$ cat src/rtl/cpstr_unesc.sv
// Control-port stream unescaper.
// Splits one escaped receive byte stream into a main data stream (ESC ESC
// collapsed back to a single ESC) and an escape/command stream (the byte that
// follows a lone ESC). Each output stream has one output register, giving
// 1-cycle latency and full throughput per stream.
module cpstr_unesc #(
    parameter logic [7:0] ESC_CHAR = 8'd27
) (
    input  logic       i_clk,
    input  logic       i_rst,
    input  logic [7:0] i_data,
    input  logic       i_valid,
    output logic       o_ready,
    output logic [7:0] o_data,
    output logic       o_valid,
    input  logic       i_ready,
    output logic [7:0] o_esc_data,
    output logic       o_esc_valid,
    input  logic       i_esc_ready,
    output logic       o_esc_pend
);

    typedef enum logic {
        ST_NORMAL  = 1'b0,
        ST_ESCAPED = 1'b1
    } state_t;

    typedef enum logic [1:0] {
        TGT_NONE = 2'd0,
        TGT_MAIN = 2'd1,
        TGT_ESC  = 2'd2
    } target_t;

    state_t     state_q, state_d;
    logic       main_valid_q, main_valid_d;
    logic [7:0] main_data_q, main_data_d;
    logic       esc_valid_q, esc_valid_d;
    logic [7:0] esc_data_q, esc_data_d;

    logic       is_esc;
    logic       main_can_load;
    logic       esc_can_load;
    logic       accept;
    target_t    target;

    assign is_esc        = (i_data == ESC_CHAR);
    assign main_can_load = !main_valid_q || i_ready;
    assign esc_can_load  = !esc_valid_q || i_esc_ready;

    // Decide which output slot the current input byte is destined for, and
    // only stall the input when that particular slot cannot take it.
    always_comb begin
        target  = TGT_MAIN;
        o_ready = 1'b0;
        if (state_q == ST_NORMAL) begin
            target = is_esc ? TGT_NONE : TGT_MAIN;
        end else begin
            target = is_esc ? TGT_MAIN : TGT_ESC;
        end
        case (target)
            TGT_NONE: o_ready = 1'b1;
            TGT_MAIN: o_ready = main_can_load;
            TGT_ESC:  o_ready = esc_can_load;
            default:  o_ready = 1'b0;
        endcase
    end

    assign accept = i_valid && o_ready;

    // Next-state for the decoder state and both output slots; a load in the
    // same cycle as a transfer keeps the slot valid (back-to-back).
    always_comb begin
        state_d      = state_q;
        main_valid_d = main_valid_q;
        main_data_d  = main_data_q;
        esc_valid_d  = esc_valid_q;
        esc_data_d   = esc_data_q;

        if (main_valid_q && i_ready) begin
            main_valid_d = 1'b0;
        end
        if (esc_valid_q && i_esc_ready) begin
            esc_valid_d = 1'b0;
        end

        if (accept) begin
            case (target)
                TGT_MAIN: begin
                    main_valid_d = 1'b1;
                    main_data_d  = i_data;
                end
                TGT_ESC: begin
                    esc_valid_d = 1'b1;
                    esc_data_d  = i_data;
                end
                default: ;
            endcase
            // A lone ESC arms the escape; any byte in ESCAPED completes it.
            if (state_q == ST_NORMAL) begin
                state_d = is_esc ? ST_ESCAPED : ST_NORMAL;
            end else begin
                state_d = ST_NORMAL;
            end
        end
    end

    // State and output registers; reset drops any pending escape and both slots.
    always_ff @(posedge i_clk) begin
        if (i_rst) begin
            state_q      <= ST_NORMAL;
            main_valid_q <= 1'b0;
            main_data_q  <= 8'd0;
            esc_valid_q  <= 1'b0;
            esc_data_q   <= 8'd0;
        end else begin
            state_q      <= state_d;
            main_valid_q <= main_valid_d;
            main_data_q  <= main_data_d;
            esc_valid_q  <= esc_valid_d;
            esc_data_q   <= esc_data_d;
        end
    end

    assign o_valid     = main_valid_q;
    assign o_data      = main_data_q;
    assign o_esc_valid = esc_valid_q;
    assign o_esc_data  = esc_data_q;
    assign o_esc_pend  = (state_q == ST_ESCAPED);

endmodule

$ cat config.mk
export PLATFORM = sky130hd
export DESIGN_NAME = cpstr_unesc
export DESIGN_NICKNAME = d
export VERILOG_FILES = /design/src/rtl/cpstr_unesc.sv
export SDC_FILE = /design/constraint.sdc
export NUM_CORES = 1
export LEC_CHECK = 0
export CAP_MARGIN = 5
export CORE_MARGIN = 1.5
export CORE_UTILIZATION = 45
export DETAILED_ROUTE_END_ITERATION = 10
export PLACE_DENSITY = 0.8
export RECOVER_POWER = 100
export REMOVE_ABC_BUFFERS = 1
export SYNTH_ARGS = -nofsm -noshare
export SYNTH_HDL_FRONTEND = slang
export SYNTH_SLANG_ARGS = --single-unit
$ cat constraint.sdc
create_clock -name i_clk -period 3.3 [get_ports i_clk]
set_input_delay 0.66 -clock i_clk [delete_from_list [all_inputs] [get_ports i_clk]]
set_output_delay 0.66 -clock i_clk [all_outputs]
set_load 0.03 [all_outputs]
==> impl_results.md <==
* Core Rows at 16
* GRT Total Usage at 17.8%
* Skew final at 10.8 ps
* Worst-margin pin slew at 987 ps
* Post-synthesis adder-cell area fraction at 2.70%
* Routed wire length at 1.96 mm
* Synth Flop Type: dfxtp_1
* Number of nets still failing antenna checks after routing at 0
* EDFF count, synth at 0
* Hold_buf cts at 0
* Post-DP HPWL at 1.48 mm
* Max cap viols at 0
* DRT Pass-1 Iters at 3
* Mapped Area at 926 um2
* Register area at 380 um2
* First-pass GRT wire length at 3.29 mm
* Worst setup SP type: input port
* H-tree depth at 1
* Chip width at 48.4 um
* Synth cell types at 19
* Syn Inst Count at 87
* Simple-gate share of the synthesized area at 26.6%
* Grt ovf at 0
* Die height at 48.4 um
* Synth warn at 0
* TritonCTS Buffers at 3
* DR vias at 756
* Final hold violations at 0
* RSZ-0062 raised after global routing: false
* Layout area overhead at 43.0%
* Fill count at 162
* XOR/XNOR share of the synthesized area at 0%
* Initial Util at 47.7%
* CORE AREA at 1940 um2
* Post-CTS Setup Inserts at 0
* WP data arrival at 2490 ps
* Vias per cell at 4.94
* Antenna violations before repair at 0
* Vias in the first global route at 749
* Input/output buffers at 32
* CP Max Fanout at 2
* Largest net degree at the start of global routing at 28
* Status: finished clean
* Remaining DRCs at 0
* # diodes at 0
* Flop and latch count out of synthesis at 19
* Die Area at 2340 um2
* # setup viols final at 0
* Ports at 33
* Clk sinks at 19
* Clock Tree Root: clkbuf_4
* CP endpoint kind: output pin
* Pins Over Slew Limit at 0
* Leak at 0.557 nW
* Final RePlAce weighted congestion at 0.749
* Hold Slack at 481 ps
* Worst VDD drop at 0.000263 V
* CTS tree: done
* Power Density at 331 nW/um2
* Critical Path RT at 2640 ps
* Max Root-Sink Buffers at 2
* Layout Nets at 142
* Multi-input gate area at 510 um2
* Worst min path class: flop to flop
* Crit path kind: input port to output pin
* Share of cells above drive strength 1 at 11.1%
* WL/cell at 12.8 um
* Syn_area_per_cell at 10.6 um2
* Max Fclk at 318 MHz
* Minimum clock period at 3150 ps
* Final period util at 95.4%
* Compound-Gate Fraction of Synth Area at 9.05%
* Async SR Flop Fraction at 0%
* Mux contribution to synthesized area at 17.3%
* Relative slew slack at 33.1%
* Main combinational cell family by area after synthesis: simple AND/OR/NAND/NOR gates
* Worst-Skew Late Latency at 290 ps
* Sequential element share of the synthesized area at 41.1%
* Total chip power at 0.439 mW
* DRT iter0 DRCs at 4
* Worst-path clk slew at 100 ps
-- critical path, cell delays in order --
cell             delay [ps]
clkdlybuf4s50_1         470
nor4bb_1                300
nand2_1                 120
inv_1                    70
ha_1                    240
a22oi_1                 210
nand2b_1                 70
dlygate4sd2_1           350
-- metal layers --
layer,GRT usage (%),share of wire [%]
met1,22.3,46
met3,2.16,4.6
met4,5.71,1.8
met2,31.7,47
met5,0,0
-- registers in the layout (all words and copies together), names as in the netlist --
name         cells
o_data           8
o_esc_data       8
o_esc_pend       1
o_esc_valid      1
o_valid          1
-- cells by family (layout without fill, tap and decap cells) --
family | after synthesis | count (layout)
AND/OR/NAND/NOR | 36 | 36
flip-flops | 19 | 19
multiplexers | 16 | 16
AO/OA/AOI/OAI | 8 | 8
buffers and inverters | 6 | 45
adder cells (fa/ha/maj) | 2 | 2
-- final cells by class --
type / count / area share, %
multi-input combinational: 62 / 38.6
sequential: 19 / 28.7
timing repair buffer: 38 / 27.2
tap: 27 / 2.55
clock buffer: 3 / 1.70
inverter: 3 / 0.851
clock inverter: 1 / 0.378
-- layout by cell type (no fill, tap or decap), types with 2 or more instances in the layout --
| cell | n |
|---|---|
| clkbuf_4 | 3 |
| mux2i_1 | 16 |
| inv_1 | 3 |
| clkdlybuf4s50_1 | 31 |
| a21oi_1 | 3 |
| ha_1 | 2 |
| nand2_1 | 4 |
| nand2b_1 | 25 |
| dfxtp_1 | 19 |
| nand2b_4 | 2 |
| buf_4 | 5 |
-- stage by stage --
stage	cell area [um2]	setup slack [ps]	TNS, ps	cells	utilization [%]
after floorplan	907	916	0	84	-
after global placement	1310	-193	-193	149	67.3
after detailed placement	1310	-176	-176	149	67.3
after CTS	1330	65.5	0	153	68.6
after global routing	1320	11.0	0	153	68.2
final	1320	151	0	153	68.2
-- synthesized netlist by cell type (2+ instances only) --
cell      number  share of area, %
nand2_1        4               1.6
mux2i_1       16                17
dfxtp_1       19                41
nand2b_1      25                17
inv_1          3               1.2
nor4bb_1       2               2.2
clkbuf_1       2              0.81
a21oi_1        3               1.6
ha_1           2               2.7
nand2b_4       2               3.0
-- worst paths after layout --
| path | from | end | slack [ps] | cells after the start |
|---|---|---|---|---|
| max | i_data[0] | o_ready | 150 | 8 |
| min | o_esc_data[2] | o_esc_data[2] | 480 | 2 |
| max reg2reg | o_esc_pend | o_esc_data[6] | 1030 | 6 |
| min reg2reg | o_esc_data[2] | o_esc_data[2] | 480 | 2 |
-- what timing repair did --
item                       CTS  global route
gates cloned                 0             0
pin swaps                    0             0
setup endpoints to repair    1             1
resized for setup            1             2
-- power by group --
group | internal [mW] | switching (mW) | total (mW)
Combinational | 0.0445 | 0.0394 | 0.0840
Clock | 0.0450 | 0.0690 | 0.114
Sequential | 0.237 | 0.00409 | 0.241
Note: power is estimated with default switching activity, not from simulation.
